[src/rtl/frame_timing_pkg.sv]
// Frame timing package: FSM state encoding and derived timing constants.
// Latency: n/a (types and constant functions only).
// Backpressure: n/a.
package frame_timing_pkg;

   typedef enum logic [2:0] {
      IDLE,
      WAIT,
      LEAD,
      ACTIVE,
      TRAIL,
      GAP,
      FGAP
   } state_t;

   // Cycles lval is high for one line.
   function automatic int line_cyc(input int lead, input int width, input int trail);
      return lead + width + trail;
   endfunction

   // Cycles from frame start until fval falls on the last line.
   function automatic int act_cyc(input int idle2fval, input int height,
                                  input int line, input int lval_low);
      return idle2fval + height * line + (height - 1) * lval_low;
   endfunction

   // Frame period in cycles: nominal rate period, stretched if the active part is longer.
   function automatic int frame_cyc(input int clk_period, input int fps, input int act);
      int nom;
      nom = 1_000_000_000 / (clk_period * fps);
      return (nom > act) ? nom : act;
   endfunction

   // Largest of four segment lengths; sizes the in-state cycle counter.
   function automatic int max4(input int a, input int b, input int c, input int d);
      int m;
      m = a;
      if (b > m) m = b;
      if (c > m) m = c;
      if (d > m) m = d;
      return m;
   endfunction

endpackage

[src/rtl/frame_timing_gen.sv]
// Camera-style frame timing generator: fval/lval/dval plus row/col pixel address.
// Latency: outputs are registered one cycle behind the FSM state; first fval T_IDLE2FVAL+1 cycles after en sampled.
// Backpressure: none; en is a level enable sampled only in IDLE and at frame-period end.
module frame_timing_gen
   import frame_timing_pkg::*;
#(
   parameter int CLK_PERIOD          = 8,
   parameter int FPS                 = 100,
   parameter int WIDTH               = 640,
   parameter int HEIGHT              = 480,
   parameter int T_IDLE2FVAL         = 8192,
   parameter int T_LVALHIGH_DVALHIGH = 16,
   parameter int T_DVALLOW_LVALLOW   = 16,
   parameter int T_LVALLOW           = 16
) (
   input  logic                       clk,
   input  logic                       rstb,
   input  logic                       en,
   output logic                       fval,
   output logic                       lval,
   output logic                       dval,
   output logic [$clog2(HEIGHT)-1:0]  row,
   output logic [$clog2(WIDTH)-1:0]   col
);

   localparam int LINE_CYC  = line_cyc(T_LVALHIGH_DVALHIGH, WIDTH, T_DVALLOW_LVALLOW);
   localparam int ACT_CYC   = act_cyc(T_IDLE2FVAL, HEIGHT, LINE_CYC, T_LVALLOW);
   localparam int FRAME_CYC = frame_cyc(CLK_PERIOD, FPS, ACT_CYC);

   localparam int PCNT_W = $clog2(FRAME_CYC + 1);
   localparam int SEG_MAX = max4(T_IDLE2FVAL, max4(T_LVALHIGH_DVALHIGH, WIDTH, T_DVALLOW_LVALLOW, T_LVALLOW),
                                 1, 1);
   localparam int SCNT_W = $clog2(SEG_MAX + 1);
   localparam int ROW_W  = $clog2(HEIGHT);
   localparam int COL_W  = $clog2(WIDTH);

   localparam logic [PCNT_W-1:0] FRAME_CYC_V = PCNT_W'(FRAME_CYC);
   localparam logic [SCNT_W-1:0] WAIT_LAST   = SCNT_W'(T_IDLE2FVAL - 1);
   localparam logic [SCNT_W-1:0] LEAD_LAST   = SCNT_W'(T_LVALHIGH_DVALHIGH - 1);
   localparam logic [SCNT_W-1:0] ACT_LAST    = SCNT_W'(WIDTH - 1);
   localparam logic [SCNT_W-1:0] TRAIL_LAST  = SCNT_W'(T_DVALLOW_LVALLOW - 1);
   localparam logic [SCNT_W-1:0] GAP_LAST    = SCNT_W'(T_LVALLOW - 1);
   localparam logic [ROW_W-1:0]  ROW_LAST    = ROW_W'(HEIGHT - 1);

   state_t              state;
   state_t              state_nxt;
   logic [SCNT_W-1:0]   scnt;      // cycles spent in the current timed state
   logic [PCNT_W-1:0]   pcnt;      // cycles elapsed since frame start
   logic [ROW_W-1:0]    row_cnt;
   logic                seg_done;
   logic                period_done;
   logic                last_row;
   logic                frame_start;

   assign period_done = (pcnt >= FRAME_CYC_V);
   assign last_row    = (row_cnt == ROW_LAST);
   assign frame_start = (state_nxt == WAIT) && (state != WAIT);

   // Decode end of the current fixed-length segment.
   always_comb begin
      seg_done = 1'b0;
      case (state)
         WAIT:    seg_done = (scnt == WAIT_LAST);
         LEAD:    seg_done = (scnt == LEAD_LAST);
         ACTIVE:  seg_done = (scnt == ACT_LAST);
         TRAIL:   seg_done = (scnt == TRAIL_LAST);
         GAP:     seg_done = (scnt == GAP_LAST);
         default: seg_done = 1'b0;
      endcase
   end

   // Next-state logic; the period check on the last line lets a frame with no
   // spare time restart directly without an extra FGAP cycle.
   always_comb begin
      state_nxt = state;
      case (state)
         IDLE:    if (en) state_nxt = WAIT;
         WAIT:    if (seg_done) state_nxt = LEAD;
         LEAD:    if (seg_done) state_nxt = ACTIVE;
         ACTIVE:  if (seg_done) state_nxt = TRAIL;
         TRAIL: begin
            if (seg_done) begin
               if (!last_row)        state_nxt = GAP;
               else if (period_done) state_nxt = en ? WAIT : IDLE;
               else                  state_nxt = FGAP;
            end
         end
         GAP:     if (seg_done) state_nxt = LEAD;
         FGAP:    if (period_done) state_nxt = en ? WAIT : IDLE;
         default: state_nxt = IDLE;
      endcase
   end

   // State register.
   always_ff @(posedge clk or posedge rstb) begin
      if (rstb) state <= IDLE;
      else      state <= state_nxt;
   end

   // In-state cycle counter; restarts on every state change.
   always_ff @(posedge clk or posedge rstb) begin
      if (rstb)                                               scnt <= '0;
      else if (state_nxt != state || state == IDLE || state == FGAP) scnt <= '0;
      else                                                    scnt <= scnt + 1'b1;
   end

   // Frame-period counter; reads 1 in the first WAIT cycle so FRAME_CYC marks the period end.
   always_ff @(posedge clk or posedge rstb) begin
      if (rstb)                    pcnt <= '0;
      else if (frame_start)        pcnt <= PCNT_W'(1);
      else if (state_nxt == IDLE)  pcnt <= '0;
      else                         pcnt <= pcnt + 1'b1;
   end

   // Line index; advances when leaving the inter-line gap.
   always_ff @(posedge clk or posedge rstb) begin
      if (rstb)                                row_cnt <= '0;
      else if (frame_start || state_nxt == IDLE) row_cnt <= '0;
      else if (state == GAP && state_nxt == LEAD) row_cnt <= row_cnt + 1'b1;
   end

   // Registered outputs decoded from the current state.
   always_ff @(posedge clk or posedge rstb) begin
      if (rstb) begin
         fval <= 1'b0;
         lval <= 1'b0;
         dval <= 1'b0;
         row  <= '0;
         col  <= '0;
      end else begin
         fval <= (state == LEAD) || (state == ACTIVE) || (state == TRAIL) || (state == GAP);
         lval <= (state == LEAD) || (state == ACTIVE) || (state == TRAIL);
         dval <= (state == ACTIVE);
         row  <= ((state == LEAD) || (state == ACTIVE) || (state == TRAIL) || (state == GAP))
                 ? row_cnt : '0;
         col  <= (state == ACTIVE) ? scnt[COL_W-1:0] : '0;
      end
   end

endmodule

[config.mk]
export PLATFORM = sky130hd
export DESIGN_NAME = frame_timing_gen
export DESIGN_NICKNAME = d
export VERILOG_FILES = /design/src/rtl/frame_timing_pkg.sv /design/src/rtl/frame_timing_gen.sv
export SDC_FILE = /design/constraint.sdc
export NUM_CORES = 1
export LEC_CHECK = 0
export CAP_MARGIN = 20
export CORE_MARGIN = 1.5
export CORE_UTILIZATION = 58
export DETAILED_ROUTE_END_ITERATION = 12
export PLACE_DENSITY = 0.79
export SYNTH_ARGS = -nofsm -noshare
export SYNTH_HDL_FRONTEND = slang
export SYNTH_SLANG_ARGS = --single-unit
[constraint.sdc]
create_clock -name clk -period 2.5 [get_ports clk]
set_clock_uncertainty 0.05 [all_clocks]
set_input_delay 0.5 -clock clk [delete_from_list [all_inputs] [get_ports clk]]
set_output_delay 0.5 -clock clk [all_outputs]
set_load 0.01 [all_outputs]
-- Word level (Yosys, flattened, before mapping)
Index checks and enable logic that the tools add are counted.
- bits in registers: 69
- bits of input ports: 3
- output and inout bits: 22
- logic and storage cells: 58
- add/subtract/negate cells: 3
- $lt $le $gt $ge: 1
- equality and inequality tests: 14
- multiplexer cells: 18
- reductions and logical operators: 13
- operators by type and width (kind ; count):
    2-to-1 mux 21 bit ; 2
    2-to-1 mux 9 bit ; 3
    2-to-1 mux 3 bit ; 8
    adder 21 x 1 -> 21 bit (second input constant) ; 1
    >= comparator 21 bit (second input constant) ; 1
    one-hot mux 3 bit (6 select lines) ; 1
    adder 14 x 1 -> 14 bit (second input constant) ; 1
    equality test 14 x 10 -> 1 bit (second input constant) ; 1
    equality test 14 x 13 -> 1 bit (second input constant) ; 1
    equality test 14 x 4 -> 1 bit (second input constant) ; 1
    2-to-1 mux 14 bit ; 1
    2-to-1 mux 10 bit ; 1
    adder 9 x 1 -> 9 bit (second input constant) ; 1
    equality test 3 x 2 -> 1 bit (second input constant) ; 3
    equality test 3 bit (second input constant) ; 3
    equality test 9 bit (second input constant) ; 1
    equality test 3 x 1 -> 1 bit (second input constant) ; 2
    zero test 3 bit ; 2
    logical OR 1 bit ; 6
    != test 3 x 1 -> 1 bit (second input constant) ; 1
    != test 3 bit ; 1
    one-hot mux 1 bit (3 select lines) ; 1
    OR reduction 3 bit ; 1
    logical AND 1 bit ; 2
    other kinds (3) ; 3

-- Longest topological paths before layout
- word-level depth: 9
- depth in mapped cells: 9
- depth with buffers taken out: 8

-- Least setup slack after synthesis
No wires, ideal clock.
- path kind: flip-flop to flip-flop
- start: reg state[1]
- end: reg row_cnt[5]
- setup time: 77 ps
- arrival: 2125 ps
- required time: 2373 ps
- setup slack: 248 ps
- stages on the path, launching flop included: 7
- path buffers: 0
- period minus slack after synthesis: 2252 ps
- cells stage by stage: dfrtp_1 > xor2_2 > or3_4 > a221oi_4 > nand3_2 > or4_1 > a21oi_1
- longest elaborated chain between the ends: 9
- elaborated cells on any way between the ends: 26
- those cells by class: eq/ne (9); mux (9); reduce/logical (8)
- ends and longest elaborated chain (what ; RTL line ; text):
    from (decl) ; frame_timing_gen.sv:45 ; state_t state;
    from (signal assigned) ; frame_timing_gen.sv:97 ; else state <= state_nxt;
    equality test 3 bit, or another cell as far along ; frame_timing_gen.sv:62, frame_timing_gen.sv:76, frame_timing_gen.sv:119 ;
    OR reduction 3 bit (no source line) ; - ;
    one-hot mux 1 bit (3 select lines) ; frame_timing_gen.sv:62 ; case (state)
    2-to-1 mux 3 bit, on equally long branches ; - ;
    one-hot mux 3 bit (6 select lines) ; frame_timing_gen.sv:76 ; case (state)
    equality test 3 x 1 -> 1 bit ; frame_timing_gen.sv:57 ; assign frame_start = (state_nxt == WAIT) && (state != WAIT);
    logical AND 1 bit ; frame_timing_gen.sv:57 ;
    logical OR 1 bit ; frame_timing_gen.sv:118 ; else if (frame_start || state_nxt == IDLE) row_cnt <= '0;
    2-to-1 mux 9 bit or nonzero test 2 bit (tied branches) ; - ;
    to (signal assigned) ; frame_timing_gen.sv:119 ; else if (state == GAP && state_nxt == LEAD) row_cnt <= row_cnt + 1'b1;
    to (decl) ; frame_timing_gen.sv:49 ; logic [ROW_W-1:0] row_cnt;
Parallel ways exist; a longest one is shown, timed or not.
A chain may end at the register's enable or synchronous reset.

-- Final worst setup path
- start: reg state[2]
- end: reg scnt[3]
- longest elaborated chain between the ends: 9
- elaborated cells on any way between the ends: 21
- those cells by class: eq/ne (7); mux (9); reduce/logical (5)
- ends and longest elaborated chain (what ; RTL line ; text):
    equality test 3 bit or equality test 3 x 2 -> 1 bit (tied branches) ; frame_timing_gen.sv:62, frame_timing_gen.sv:76 ;
    OR reduction 3 bit (no source line) ; - ;
    one-hot mux 1 bit (3 select lines) ; frame_timing_gen.sv:62 ;
    2-to-1 mux 3 bit, on equally long branches ; - ;
    one-hot mux 3 bit (6 select lines) ; frame_timing_gen.sv:76 ;
    != test 3 bit ; frame_timing_gen.sv:103 ; else if (state_nxt != state || state == IDLE || state == FGAP) scnt <= '0;
    logical OR 1 bit ; frame_timing_gen.sv:103 ;
    logical OR 1 bit * ; frame_timing_gen.sv:103 ;
    2-to-1 mux 14 bit * ; frame_timing_gen.sv:103 ;
    to (signal assigned) ; frame_timing_gen.sv:104 ; else scnt <= scnt + 1'b1;
    to (decl) ; frame_timing_gen.sv:47 ; logic [SCNT_W-1:0] scnt;
Mark *: on every way between the ends. The rest lies on a longest branch, timed or not.

==> impl_metrics.ini <==
[status]
status = finished, final reports clean

[worst_setup_path]
end_kind = flip-flop
slowest_stage = dfrtp_1
crit_type = flip-flop to flip-flop
critPathMaxFanout = 10
worstSetupStartpointType = flip-flop
critPathMaxStageDelay_ps = 450
crit_chain = xor2_2 -> or3_4 -> a221oi_4 -> buf_4 -> o2111ai_1 -> a31oi_2 -> nor3_1
worstPathArrival_ps = 2480
crit_required_ps = 2680
reg2reg_slack_ps = 190

[routing]
drt-met1-wl_mm = 2.81
ant_nets = 0
drcViolationCount = 0
met3_length_um = 190
drt-initial-drc-count = 174
num_vias = 2369
firstDrtPassIters = 4
top_layer = met4
met2WireLength_mm = 2.92
wl_per_cell_um = 13.7
wl_mm = 5.99
avgViaCountPerCell = 5.42

[clock_network]
htreeDepth = 3
clk_latency_ps = 340
cts_buffers = 9
cts_setup_buffers = 0
cts-root-buf = clkbuf_8
cts_tree = yes
clk_pin_slew_ps = 70
cts.path.max_buffers = 2
cts.sinks = 69

[floorplan]
start_util = 0.595
die_h_um = 78.0
design.die.area_mm2 = 0.00608
fp.dieW_um = 78.0
num_rows = 27
boundaryPins = 25
core_mm2 = 0.00547

[global_routing]
grt_pass1_wl_mm = 10.2
grt_pass1_vias = 2256
gr-usage-all-layers = 0.216
grt_max_degree = 70
grt_overflow_total = 0
antenna_found_initial = 0

[power]
p_leak_nw = 1.81
pwr_density_cell_mw_per_mm2 = 576
peakVddDrop_mv = 0.383
fin_total_pwr_mw = 2.25

[cells_and_area]
most-common-layout-cells = 69 x dfrtp_1, 56 x nor2_1, 24 x clkdlybuf4s50_1
syn_to_final_growth_pct = 19.7
nets = 367
drive_above_1_share = 0.0986
diodes = 0
layout_commonest_cell = dfrtp_1

[sta]
fin_ws_ps = 195
drv_slew = 0
period_share = 0.922
min_period_ps = 2310
setup_violations = 0
timing.setup.tns_ps = 0
worstMarginPinSlew_ps = 538
fmax_mhz = 434
rsz0062_at_grt = false
timing.slew.headroom = 0.640
finalHoldViolations = 0

[placed_design]
dp_hpwl_mm = 3.99
port_buffers = 24
pre_cts_ws_ps = 134
place_congestion = 0.804

[yosys]
synth_top_family_by_area = simple AND/OR/NAND/NOR gates
syn_nets = 334
synthAdderAreaFrac = 0.0154
yosys.area_share.simple = 0.246
ys_types = 42
synth_area_mm2 = 0.00326
ys_warn_count = 0
synthCells = 327
synth_seq_area_share = 0.530
muxShareOfSynthArea = 0.00307
synth-xor-area-share = 0.107
synth_area_per_cell_um2 = 9.96
ys_seq_elements = 69
synth-compound-area-share = 0.0676

[job]
maxCapViolCount = 0

[min_path]
hp-class = flip-flop to flip-flop
==> synth_stat cells <==
| cell type | n | area share |
|---|---|---|
| dfrtp_1 | 69 | 0.53 |
| nor2_1 | 56 | 0.065 |
| xor2_1 | 23 | 0.062 |
| nand2_1 | 21 | 0.024 |
| and2_1 | 17 | 0.033 |
| nand3_1 | 15 | 0.023 |
| xnor2_1 | 15 | 0.040 |
| nand4_1 | 13 | 0.025 |
| a21oi_1 | 11 | 0.017 |
| inv_1 | 10 | 0.012 |
| nor3_1 | 10 | 0.015 |
| clkbuf_1 | 8 | 0.0092 |
| and3_1 | 7 | 0.013 |
| buf_2 | 6 | 0.0092 |
| and4_1 | 5 | 0.013 |
| ha_1 | 4 | 0.015 |
| nand2b_1 | 3 | 0.0058 |
| o21ai_0 | 3 | 0.0046 |
| a31oi_1 | 2 | 0.0038 |
| nor3b_1 | 2 | 0.0046 |
| nor4_1 | 2 | 0.0038 |
| nor4bb_1 | 2 | 0.0061 |
| o2111ai_1 | 2 | 0.0054 |
| o21a_1 | 2 | 0.0046 |
| o31ai_1 | 2 | 0.0046 |
| a211o_1 | 1 | 0.0027 |
| a221oi_4 | 1 | 0.0081 |
| and4b_1 | 1 | 0.0031 |
| buf_1 | 1 | 0.0012 |
| mux2i_1 | 1 | 0.0031 |
| nand3_2 | 1 | 0.0031 |
| nor2b_1 | 1 | 0.0019 |
| o211ai_1 | 1 | 0.0023 |
| o21ai_1 | 1 | 0.0015 |
| o21ai_2 | 1 | 0.0027 |
| o22a_1 | 1 | 0.0027 |
| o22ai_1 | 1 | 0.0019 |
| o2bb2ai_1 | 1 | 0.0027 |
| o311a_1 | 1 | 0.0031 |
| or3_4 | 1 | 0.0035 |
| or4_1 | 1 | 0.0023 |
| xor2_2 | 1 | 0.0050 |
==> layout make-up <==
cell class,count,area [um2]
Multi-Input combinational cell,233,1440
Inverter,10,37.5
Timing Repair Buffer,37,363
Sequential cell,69,1730
Clock buffer,10,138
Clock inverter,6,110
Tap cell,72,90.1
Fill cell,412,1570
==> where the power goes <==
group	leakage, nW	total, mW	switching (mW)	internal (mW)
logic	0.761	0.0278	0.0215	0.00625
clock network	0.119	1.10	0.418	0.687
registers	0.930	1.12	0	1.12
==> repair_timing <==
| item | in CTS | in global routing |
|---|---|---|
| hold buffers | 0 | 0 |
| setup endpoints to repair | 0 | 2 |
| gates resized for setup | 0 | 1 |
==> flip-flops by register name (all words and copies together), names as in the netlist <==
name,cells
lval,1
fval,1
pcnt,21
scnt,14
col,10
row_cnt,9
dval,1
state,3
row,9
==> stage by stage <==
step / cells / util / cell area [um2] / hold slack, ps
detailed placement: 421 / 0.666 / 3650 / 450
finish: 437 / 0.713 / 3900 / 453
global route: 437 / 0.713 / 3900 / 489
global placement: 421 / 0.666 / 3650 / 435
floorplan: 327 / - / 3260 / 405
CTS: 437 / 0.712 / 3890 / 460
==> critical path, delay by kind of cell (launching register included) <==
| kind | cells | cell delay, ps |
|---|---|---|
| buffers and inverters | 1 | 230 |
| AO/OA/AOI/OAI | 3 | 800 |
| XOR/XNOR | 1 | 180 |
| AND/OR/NAND/NOR | 2 | 490 |
| flip-flops | 1 | 450 |
==> worst paths after layout <==
path	startpoint	to	cells after the start
max in group asynchronous	rstb	scnt[8]$_DFF_PP0_	3
min in group asynchronous	rstb	col[9]$_DFF_PP0_	3
setup / recovery	state[2]$_DFF_PP0_	scnt[3]$_DFF_PP0_	7
setup reg to reg	state[2]$_DFF_PP0_	scnt[3]$_DFF_PP0_	7
hold reg to reg	scnt[0]$_DFF_PP0_	scnt[0]$_DFF_PP0_	1
hold / removal	scnt[0]$_DFF_PP0_	scnt[0]$_DFF_PP0_	1
==> per-layer routing <==
layer	GRT usage	vias up
met3	0.0365	8
met5	0	-
met2	0.333	35
met4	0.118	0
li1	-	1171
met1	0.292	1155
==> cells by family (layout without fill, tap and decap cells) <==
| family | Yosys count | count (layout) |
|---|---|---|
| adder cells (fa/ha/maj) | 4 | 4 |
| XOR/XNOR | 39 | 39 |
| AND/OR/NAND/NOR | 158 | 158 |
| buffers and inverters | 25 | 63 |
| flip-flops | 69 | 69 |
| AO/OA/AOI/OAI | 31 | 31 |
| multiplexers | 1 | 1 |
(Power assumes the default switching activity.)
